$ cat config.mk
export PLATFORM = sky130hd
export DESIGN_NAME = midi_uart_tx
export DESIGN_NICKNAME = d
export VERILOG_FILES = /design/src/rtl/midi_uart_tx_pkg.sv /design/src/rtl/midi_uart_tx_byte.sv /design/src/rtl/midi_uart_tx.sv
export SDC_FILE = /design/constraint.sdc
export NUM_CORES = 1
export LEC_CHECK = 0
export BUFFER_PORTS_ARGS = -buffer_cell sky130_fd_sc_hd__buf_2
export CAP_MARGIN = 20
export CELL_PAD_IN_SITES_DETAIL_PLACEMENT = 1
export CELL_PAD_IN_SITES_GLOBAL_PLACEMENT = 1
export CORE_MARGIN = 2
export CORE_UTILIZATION = 46
export DETAILED_ROUTE_END_ITERATION = 10
export GPL_TIMING_DRIVEN = 1
export PLACE_DENSITY = 0.89
export SLEW_MARGIN = 25
export SYNTH_ARGS = -nofsm -noshare
export SYNTH_HDL_FRONTEND = slang
export SYNTH_SLANG_ARGS = --single-unit
$ cat constraint.sdc
create_clock -name clk -period 4.23 [get_ports clk]
set_clock_uncertainty 0.15 [all_clocks]
set_input_delay 0.6345 -clock clk [delete_from_list [all_inputs] [get_ports clk]]
set_output_delay 0.6345 -clock clk [all_outputs]
set_load 0.005 [all_outputs]
$ cat src/rtl/midi_uart_tx_pkg.sv
// Shared MIDI definitions for the transmit framer (and the receive-side framer):
// status-nibble constants, framer FSM encoding, event payload struct and the
// data-byte-count decode for a status byte.
package midi_uart_tx_pkg;

  localparam logic [3:0] NIB_NOTE_OFF = 4'h8;
  localparam logic [3:0] NIB_NOTE_ON  = 4'h9;
  localparam logic [3:0] NIB_POLY_AT  = 4'hA;
  localparam logic [3:0] NIB_CC       = 4'hB;
  localparam logic [3:0] NIB_PROG     = 4'hC;
  localparam logic [3:0] NIB_CHAN_AT  = 4'hD;
  localparam logic [3:0] NIB_PITCH    = 4'hE;
  localparam logic [3:0] NIB_SYS      = 4'hF;

  // State names the byte currently on the wire.
  typedef enum logic [1:0] {
    IDLE        = 2'd0,
    SEND_STATUS = 2'd1,
    SEND_P1     = 2'd2,
    SEND_P2     = 2'd3
  } frame_state_e;

  // Data bytes latched at acceptance; the status byte goes straight to the UART.
  typedef struct packed {
    logic [6:0] p1;
    logic [6:0] p2;
  } midi_params_t;

  // Number of data bytes that follow a status byte (0..2).
  function automatic logic [1:0] midi_data_byte_count(input logic [7:0] cmd);
    logic [1:0] n;
    n = 2'd0;
    case (cmd[7:4])
      NIB_NOTE_OFF, NIB_NOTE_ON, NIB_POLY_AT, NIB_CC, NIB_PITCH: n = 2'd2;
      NIB_PROG, NIB_CHAN_AT:                                   n = 2'd1;
      NIB_SYS: begin
        case (cmd[3:0])
          4'h1, 4'h3: n = 2'd1;
          4'h2:       n = 2'd2;
          default:    n = 2'd0;
        endcase
      end
      default: n = 2'd0;
    endcase
    return n;
  endfunction

  // Channel-voice status (80..EF): the only bytes eligible for running status.
  function automatic logic is_chan_voice(input logic [7:0] cmd);
    return cmd[7] && (cmd[7:4] != NIB_SYS);
  endfunction

endpackage

$ cat src/rtl/midi_uart_tx_byte.sv
// 8N1 byte serialiser: start bit, 8 data bits LSB first, stop bit, each held
// CLK_DIVISOR cycles. byte_ready is also high in the last cycle of the stop
// bit so the next byte can follow with no idle gap.
module uart_tx_byte #(
  parameter int CLK_DIVISOR = 512,
  parameter int CNT_BITS    = 10
) (
  input  logic       clk,
  input  logic       rst,
  input  logic       byte_valid,
  input  logic [7:0] byte_data,
  output logic       byte_ready,
  output logic       serial_tx,
  output logic       busy
);

  localparam logic [CNT_BITS-1:0] CNT_LAST = CNT_BITS'(CLK_DIVISOR - 1);

  logic [CNT_BITS-1:0] cnt;
  logic [3:0]          bit_idx;   // 0 = start, 1..8 = data, 9 = stop
  logic [8:0]          shreg;     // remaining data bits plus stop bit, LSB next
  logic                bit_end;

  assign bit_end    = (cnt == CNT_LAST);
  assign byte_ready = !busy || (bit_end && (bit_idx == 4'd9));

  // Bit timing and shifting; serial_tx is a flop so the line never glitches.
  always_ff @(posedge clk) begin
    if (rst) begin
      busy      <= 1'b0;
      serial_tx <= 1'b1;
      cnt       <= '0;
      bit_idx   <= 4'd0;
      shreg     <= '1;
    end else if (byte_valid && byte_ready) begin
      busy      <= 1'b1;
      serial_tx <= 1'b0;
      cnt       <= '0;
      bit_idx   <= 4'd0;
      shreg     <= {1'b1, byte_data};
    end else if (busy) begin
      if (bit_end) begin
        cnt <= '0;
        if (bit_idx == 4'd9) begin
          busy      <= 1'b0;
          serial_tx <= 1'b1;
        end else begin
          bit_idx   <= bit_idx + 4'd1;
          serial_tx <= shreg[0];
          shreg     <= {1'b1, shreg[8:1]};
        end
      end else begin
        cnt <= cnt + 1'b1;
      end
    end
  end

endmodule

$ cat src/rtl/midi_uart_tx.sv
// MIDI event transmitter: accepts one event per valid/ready handshake and
// sends status + 0..2 data bytes back-to-back on a 31250-baud 8N1 line.
// Optional MIDI_RUNNING_STATUS_EN suppresses a repeated channel-voice status.
module midi_uart_tx
  import midi_uart_tx_pkg::*;
#(
  parameter int CLK_DIVISOR = 512,
  parameter int CNT_BITS    = 10
) (
  input  logic       clk,
  input  logic       rst,
  input  logic       midi_event_valid,
  output logic       midi_event_ready,
  input  logic [7:0] midi_command,
  input  logic [6:0] midi_parameter_1,
  input  logic [6:0] midi_parameter_2,
  output logic       serial_tx,
  output logic       busy
);

  frame_state_e state_q, state_d;
  midi_params_t par_q;
  logic [1:0]   nb_q;
  logic         ready_d;
  logic         accept;
  logic         suppress;
  logic         byte_valid, byte_ready;
  logic [7:0]   byte_data;

  assign accept = midi_event_valid && midi_event_ready;

`ifdef MIDI_RUNNING_STATUS_EN
  logic [7:0] rs_q;
  logic       rs_vld_q;

  assign suppress = rs_vld_q && is_chan_voice(midi_command) && (midi_command == rs_q);

  // Running-status cache: follows channel-voice status, dropped by system common/exclusive.
  always_ff @(posedge clk) begin
    if (rst) begin
      rs_q     <= 8'h00;
      rs_vld_q <= 1'b0;
    end else if (accept && is_chan_voice(midi_command)) begin
      rs_q     <= midi_command;
      rs_vld_q <= 1'b1;
    end else if (accept && (midi_command[7:3] == 5'b11110)) begin
      rs_vld_q <= 1'b0;
    end
  end
`else
  assign suppress = 1'b0;
`endif

  // Framer state, handshake flop and event capture.
  always_ff @(posedge clk) begin
    if (rst) begin
      state_q          <= IDLE;
      midi_event_ready <= 1'b1;
      par_q            <= '0;
      nb_q             <= 2'd0;
    end else begin
      state_q          <= state_d;
      midi_event_ready <= ready_d;
      if (accept) begin
        par_q <= '{p1: midi_parameter_1, p2: midi_parameter_2};
        nb_q  <= midi_data_byte_count(midi_command);
      end
    end
  end

  // Next byte selection: hand the serialiser its next byte on the edge the
  // current one ends, so frames leave the line without gaps.
  always_comb begin
    state_d    = state_q;
    ready_d    = midi_event_ready;
    byte_valid = 1'b0;
    byte_data  = 8'h00;
    case (state_q)
      IDLE: begin
        // Commands without bit 7 are swallowed here: ready never drops.
        if (accept && midi_command[7]) begin
          byte_valid = 1'b1;
          ready_d    = 1'b0;
          if (suppress) begin
            byte_data = {1'b0, midi_parameter_1};
            state_d   = SEND_P1;
          end else begin
            byte_data = midi_command;
            state_d   = SEND_STATUS;
          end
        end
      end
      SEND_STATUS: begin
        if (byte_ready) begin
          if (nb_q != 2'd0) begin
            byte_valid = 1'b1;
            byte_data  = {1'b0, par_q.p1};
            state_d    = SEND_P1;
          end else begin
            state_d = IDLE;
            ready_d = 1'b1;
          end
        end
      end
      SEND_P1: begin
        if (byte_ready) begin
          if (nb_q == 2'd2) begin
            byte_valid = 1'b1;
            byte_data  = {1'b0, par_q.p2};
            state_d    = SEND_P2;
          end else begin
            state_d = IDLE;
            ready_d = 1'b1;
          end
        end
      end
      SEND_P2: begin
        if (byte_ready) begin
          state_d = IDLE;
          ready_d = 1'b1;
        end
      end
      default: state_d = IDLE;
    endcase
  end

  uart_tx_byte #(
    .CLK_DIVISOR (CLK_DIVISOR),
    .CNT_BITS    (CNT_BITS)
  ) u_byte (
    .clk        (clk),
    .rst        (rst),
    .byte_valid (byte_valid),
    .byte_data  (byte_data),
    .byte_ready (byte_ready),
    .serial_tx  (serial_tx),
    .busy       (busy)
  );

endmodule

==> Yosys cells after proc, flatten, opt, wreduce, memory -nomap -nowiden <==
Cells that the tools add are included.
W data, S select, Z words.
{ "totals": {"out_inout_bits": 3, "reg_bits": 43, "word_cells": 97, "inputBits": 25} }
{ "classes": {"reduce_logical": 19, "addsub": 2, "n_mux": 41, "bitwise_logic": 1, "eq_ne": 24} }
{ "ops": {"columns": ["op", "count"], "rows": [
  ["$mux W8", 5],
  ["$eq A4 B4 Y1 const B", 9],
  ["$mux W7", 4],
  ["$pmux W8 S3", 1],
  ["$mux W1", 19],
  ["$mux W2", 6],
  ["$add A10 B1 Y10 const B", 1],
  ["$eq A10 B9 Y1 const B", 1],
  ["$mux W10", 1],
  ["$eq A4 B2 Y1 const B", 2],
  ["$ne A2 B2 Y1 const B", 4],
  ["$pmux W2 S4", 1],
  ["$eq A2 B2 Y1 const B", 3],
  ["$ne A2 B1 Y1 const B", 3],
  ["$pmux W2 S3", 1],
  ["$reduce_and A3 Y1", 2],
  ["$reduce_and A6 Y1", 1],
  ["$reduce_bool A2 Y1", 3],
  ["$reduce_or A2 Y1", 3],
  ["$reduce_or A5 Y1", 1],
  ["$add A4 B1 Y4 const B", 1],
  ["$eq A4 B1 Y1 const B", 1],
  ["$logic_and A1 B1 Y1", 4],
  ["$pmux W1 S4", 1],
  ["other kinds (9)", 9]
]} }

==> Logic depth before layout (Yosys ltp) <==
{ "logic_depth": {"word_depth": 8, "mapped_depth": 9, "ltp_nobuf": 7} }

==> By module <==
Synthesis repeated with hierarchy kept, for this count alone.
{ "unflattened": {"hier_cells": 256, "area_unflattened_um2": 2240.9} }
{ "modules_own_cells": {"columns": ["module", "seq_area_each_um2", "cells_each", "n_inst", "area_per_inst_um2"], "rows": [
  ["uart_tx_byte", 480.5, 132, 1, 1214.9],
  ["midi_uart_tx", 380.4, 124, 1, 1026.0]
]} }

==> Worst setup path before layout <==
Ideal clock, no wire load.
{ "synth_path": {"path_kind": "flip-flop to flip-flop", "startpoint": "reg u_byte.cnt[0]", "endpoint": "reg u_byte.shreg[6]", "setup_slack_ns": 2.048, "stages_incl_launch_ff": 8, "arrival_ns": 1.912, "period_less_slack_ns": 2.182, "required_ns": 3.960, "n_path_buf": 1, "path_cell_list": "dfxtp_1 -> ha_1 -> nand3_1 -> or4_4 -> a211oi_4 -> buf_6 -> mux2i_1 -> or2_1"} }
{ "synth_via": {"elab_chain_cells": 8, "elab_cells_between_ends": 15, "classes_between": "2 x eq/ne; 7 x mux; 6 x reduce/logical"} }
{ "synth_lines": {"columns": ["element", "line_no", "rtl"], "rows": [
  ["start: declaration", "midi_uart_tx_byte.sv:19", "logic [CNT_BITS-1:0] cnt;"],
  ["start signal: assignment", "midi_uart_tx_byte.sv:53", "cnt <= cnt + 1'b1;"],
  ["$eq A10 B9 Y1 *", "midi_uart_tx_byte.sv:24", "assign bit_end = (cnt == CNT_LAST);"],
  ["$logic_and A1 B1 Y1", "midi_uart_tx_byte.sv:25", "assign byte_ready = !busy || (bit_end && (bit_idx == 4'd9));"],
  ["$logic_or A1 B1 Y1", "midi_uart_tx_byte.sv:25", null],
  ["$mux W1, on equally long branches", "midi_uart_tx.sv:106, midi_uart_tx.sv:94", null],
  ["$pmux W1 S3", "midi_uart_tx.sv:78", "case (state_q)"],
  ["$logic_and A1 B1 Y1", "midi_uart_tx_byte.sv:35", "end else if (byte_valid && byte_ready) begin"],
  ["$ne A2 B2 Y1 (no line) or $reduce_bool A2 Y1 (tied branches)", null, null],
  ["$reduce_and A3 Y1 (no line)", null, null],
  ["end signal: assignment", "midi_uart_tx_byte.sv:40", "shreg <= {1'b1, byte_data};"],
  ["end signal: assignment", "midi_uart_tx_byte.sv:50", "shreg <= {1'b1, shreg[8:1]};"],
  ["end: declaration", "midi_uart_tx_byte.sv:21", "logic [8:0] shreg;"]
]} }
Every way passes the cells marked *; elsewhere a longest branch is shown, timed or not.
A chain may end at the register's enable or synchronous reset.

==> Worst setup path in the final report <==
{ "layout_path": {"startpoint": "reg u_byte.cnt[1]", "endpoint": "reg u_byte.shreg[4]"} }
Same word-level chain as after synthesis.

==> impl_metrics.json <==
{
  "syn_area_um2": 2079,
  "reg2reg_from": "u_byte.cnt[1]",
  "cts_sinks": 43,
  "nets": 299,
  "p_total_w": 0.0009158,
  "layout_common_cells": "nand2_1 (49), dfxtp_1 (43), a21oi_1 (28)",
  "critPathKind": "register to register",
  "finalWeightedCongestion": 0.8019,
  "die_w_um": 71.24,
  "ctsHtreeMaxLevel": 2,
  "min_path_type": "register to register",
  "final-setup-viol-count": 0,
  "critPathLaunchType": "register",
  "wl_per_cell_um": 15.56,
  "cp-end-kind": "register",
  "cts_tree": "built",
  "hold_path_end": "par_q[8]",
  "grt_pass1_wl_mm": 8.556,
  "cts_max_path_buffers": 2,
  "r2r_slack_ns": 1.62,
  "track_usage_pct": 21.32,
  "final_common_cell": "nand2_1",
  "drv_slew": 0,
  "relSlewSlack_pct": 50.20,
  "maxCapViolCount": 0,
  "start_util_pct": 47.76,
  "syn-num-nets": 279,
  "fin_crit_sh_pct": 61.79,
  "critical_path_required_ns": 4.31,
  "cpMaxStageDelayCell": "a211oi_4",
  "first_global_vias": 1784,
  "drc": 0,
  "fmax_mhz": 382.6,
  "tightest_slew_ns": 0.7442,
  "outcome": "complete, no violations",
  "async_flop_share_pct": 0,
  "clock-root-buffer": "clkbuf_8",
  "path_buf_inv": 0,
  "antenna_left": 0,
  "dr.first_iter.drc_count": 146,
  "max_stage_delay_ns": 0.59,
  "path_cells": "ha_1 > nand3_1 > or4_4 > a211oi_4 > mux2_2 > nand2_1",
  "n_antenna_cell": 0,
  "grt_max_degree": 26,
  "wl_mm": 4.978,
  "p_leak_nw": 0.8828,
  "post_synth.cell_area_avg_um2": 8.419,
  "fin_hold_ws_ns": 0.3144,
  "io_pins": 28,
  "die-area_um2": 5074,
  "grt.overflow.total": 0,
  "worstHoldStart": "par_q[8]",
  "ys_ff_latch": 43,
  "avgViaCountPerCell": 5.603,
  "synth_ff_type": "dfxtp_1",
  "ys_seq_area_share_pct": 41.40,
  "finalHoldViolCount": 0,
  "dpl.hpwl_mm": 3.546,
  "rsz0062_at_grt": "false",
  "synth_edf_count": 0,
  "core_area_um2": 4354,
  "area_delta_synth_final_pct": 12.09,
  "path_max_fanout": 14,
  "synthCells": 247,
  "crit_family": "simple AND/OR/NAND/NOR gates",
  "postCtsHoldBufs": 0,
  "placement.io_buffers": 27,
  "r2r-end": "u_byte.shreg[4]",
  "drtPass1Iterations": 4,
  "clkTransAtPathRegs_ns": 0.09,
  "min_path_cells": 2,
  "clock_latency_ns": 0.29,
  "yosys_warnings": 0,
  "min_period_ns": 2.614,
  "die_height_um": 71.24,
  "r2r_cells": 6,
  "antenna_found_initial": 0,
  "peakVddDrop_mv": 0.2166,
  "drive_above_1_share_pct": 17.54,
  "netlist-cell-type-count": 41,
  "arrival_ns": 2.70,
  "via_count": 1793,
  "cts_resized": 0,
  "cts_setup_buffers": 0,
  "cts_inserted_buffers": 5,
  "power.density_nw_per_um2": 392.9,
  "placementRows": 24,
  "fin_setup_tns_ns": 0,
  "fill_cells": 534
}
## cell usage after synthesis, drive strengths merged (5+ instances only)
master	number	area (µm²)
nand2	49	183.9
dfxtp	43	860.8
a21oi	28	140.1
nor2	15	56.30
clkbuf	11	41.29
nand3	10	55.05
nand3b	8	60.06
a222oi	7	70.07
ha	7	87.58
xor2	6	52.55
inv	5	18.77
mux2i	5	50.05
nand2b	5	31.28
o31ai	5	37.54
xnor2	5	43.79
## per-layer routing
metal / wire, µm / track usage (%) / vias to the layer above
li1: - / - / 897
met1: 2258 / 27.51 / 860
met2: 2519 / 36.21 / 34
met5: 0 / 0 / -
met4: 16 / 4.822 / 0
met3: 183 / 5.204 / 2
## how the worst max path moves through the flow
| stage | start | endpoint | cells past startpoint |
|---|---|---|---|
| after floorplan | u_byte.cnt[0] | u_byte.shreg[6] | 7 |
| after detailed placement | u_byte.cnt[0] | u_byte.shreg[4] | 6 |
| final | u_byte.cnt[1] | u_byte.shreg[4] | 6 |
| after CTS | u_byte.cnt[1] | u_byte.shreg[4] | 6 |
| after global routing | u_byte.cnt[0] | u_byte.shreg[4] | 6 |
| after global placement | u_byte.bit_idx[0] | u_byte.shreg[5] | 6 |
## sequential cells by signal, summed over array words and instances, names as in the netlist
name / cells
nb_q: 2
u_byte.bit_idx: 4
u_byte.shreg: 8
u_byte.cnt: 10
u_byte.serial_tx: 1
u_byte.busy: 1
midi_event_ready: 1
state_q: 2
par_q: 14
## through the flow
step / setup slack [ns] / utilization, % / instances / cell area [µm²]
after floorplan: 2.048 / - / 247 / 2079
after global placement: 1.751 / 51.15 / 312 / 2227
after detailed placement: 1.695 / 51.15 / 312 / 2227
after CTS: 1.623 / 53.53 / 320 / 2331
after global routing: 1.450 / 53.53 / 320 / 2331
final: 1.616 / 53.53 / 320 / 2331
## worst register-to-register path, delay by kind of cell, from the launching register on
kind | cells | cell delay (ns)
DFF | 1 | 0.42
AOI/OAI and AO/OA | 1 | 0.59
muxes | 1 | 0.41
adders and majority gates | 1 | 0.30
and+or+nand+nor | 3 | 0.69
## cell type report
| cell class | count | area (µm²) | share of cell area (%) |
|---|---|---|---|
| clock inverter | 1 | 7.507 | 0.3221 |
| tap | 52 | 65.06 | 2.791 |
| timing repair buffer | 28 | 142.6 | 6.119 |
| sequential | 43 | 860.8 | 36.93 |
| clock buffer | 7 | 96.34 | 4.133 |
| inverter | 5 | 18.77 | 0.8052 |
| multi-input combinational | 184 | 1140 | 48.90 |
## where the power goes
group | switching, W | leakage, nW | internal [W]
Sequential | 0.0000293 | 0.351 | 0.000439
Clock | 0.000144 | 0.0505 | 0.000149
Combinational | 0.0000867 | 0.481 | 0.0000685
Total | 0.000260 | 0.883 | 0.000656
## kinds of logic after synthesis
group	after synthesis	synth area share [%]
flops	43	41.40
xor+xnor	11	4.633
mux	9	4.573
fa+ha+maj	7	4.212
compound gates	50	16.06
simple gates	107	25.03
buf+inv	20	4.091
Note: power is estimated with default switching activity, not from simulation.
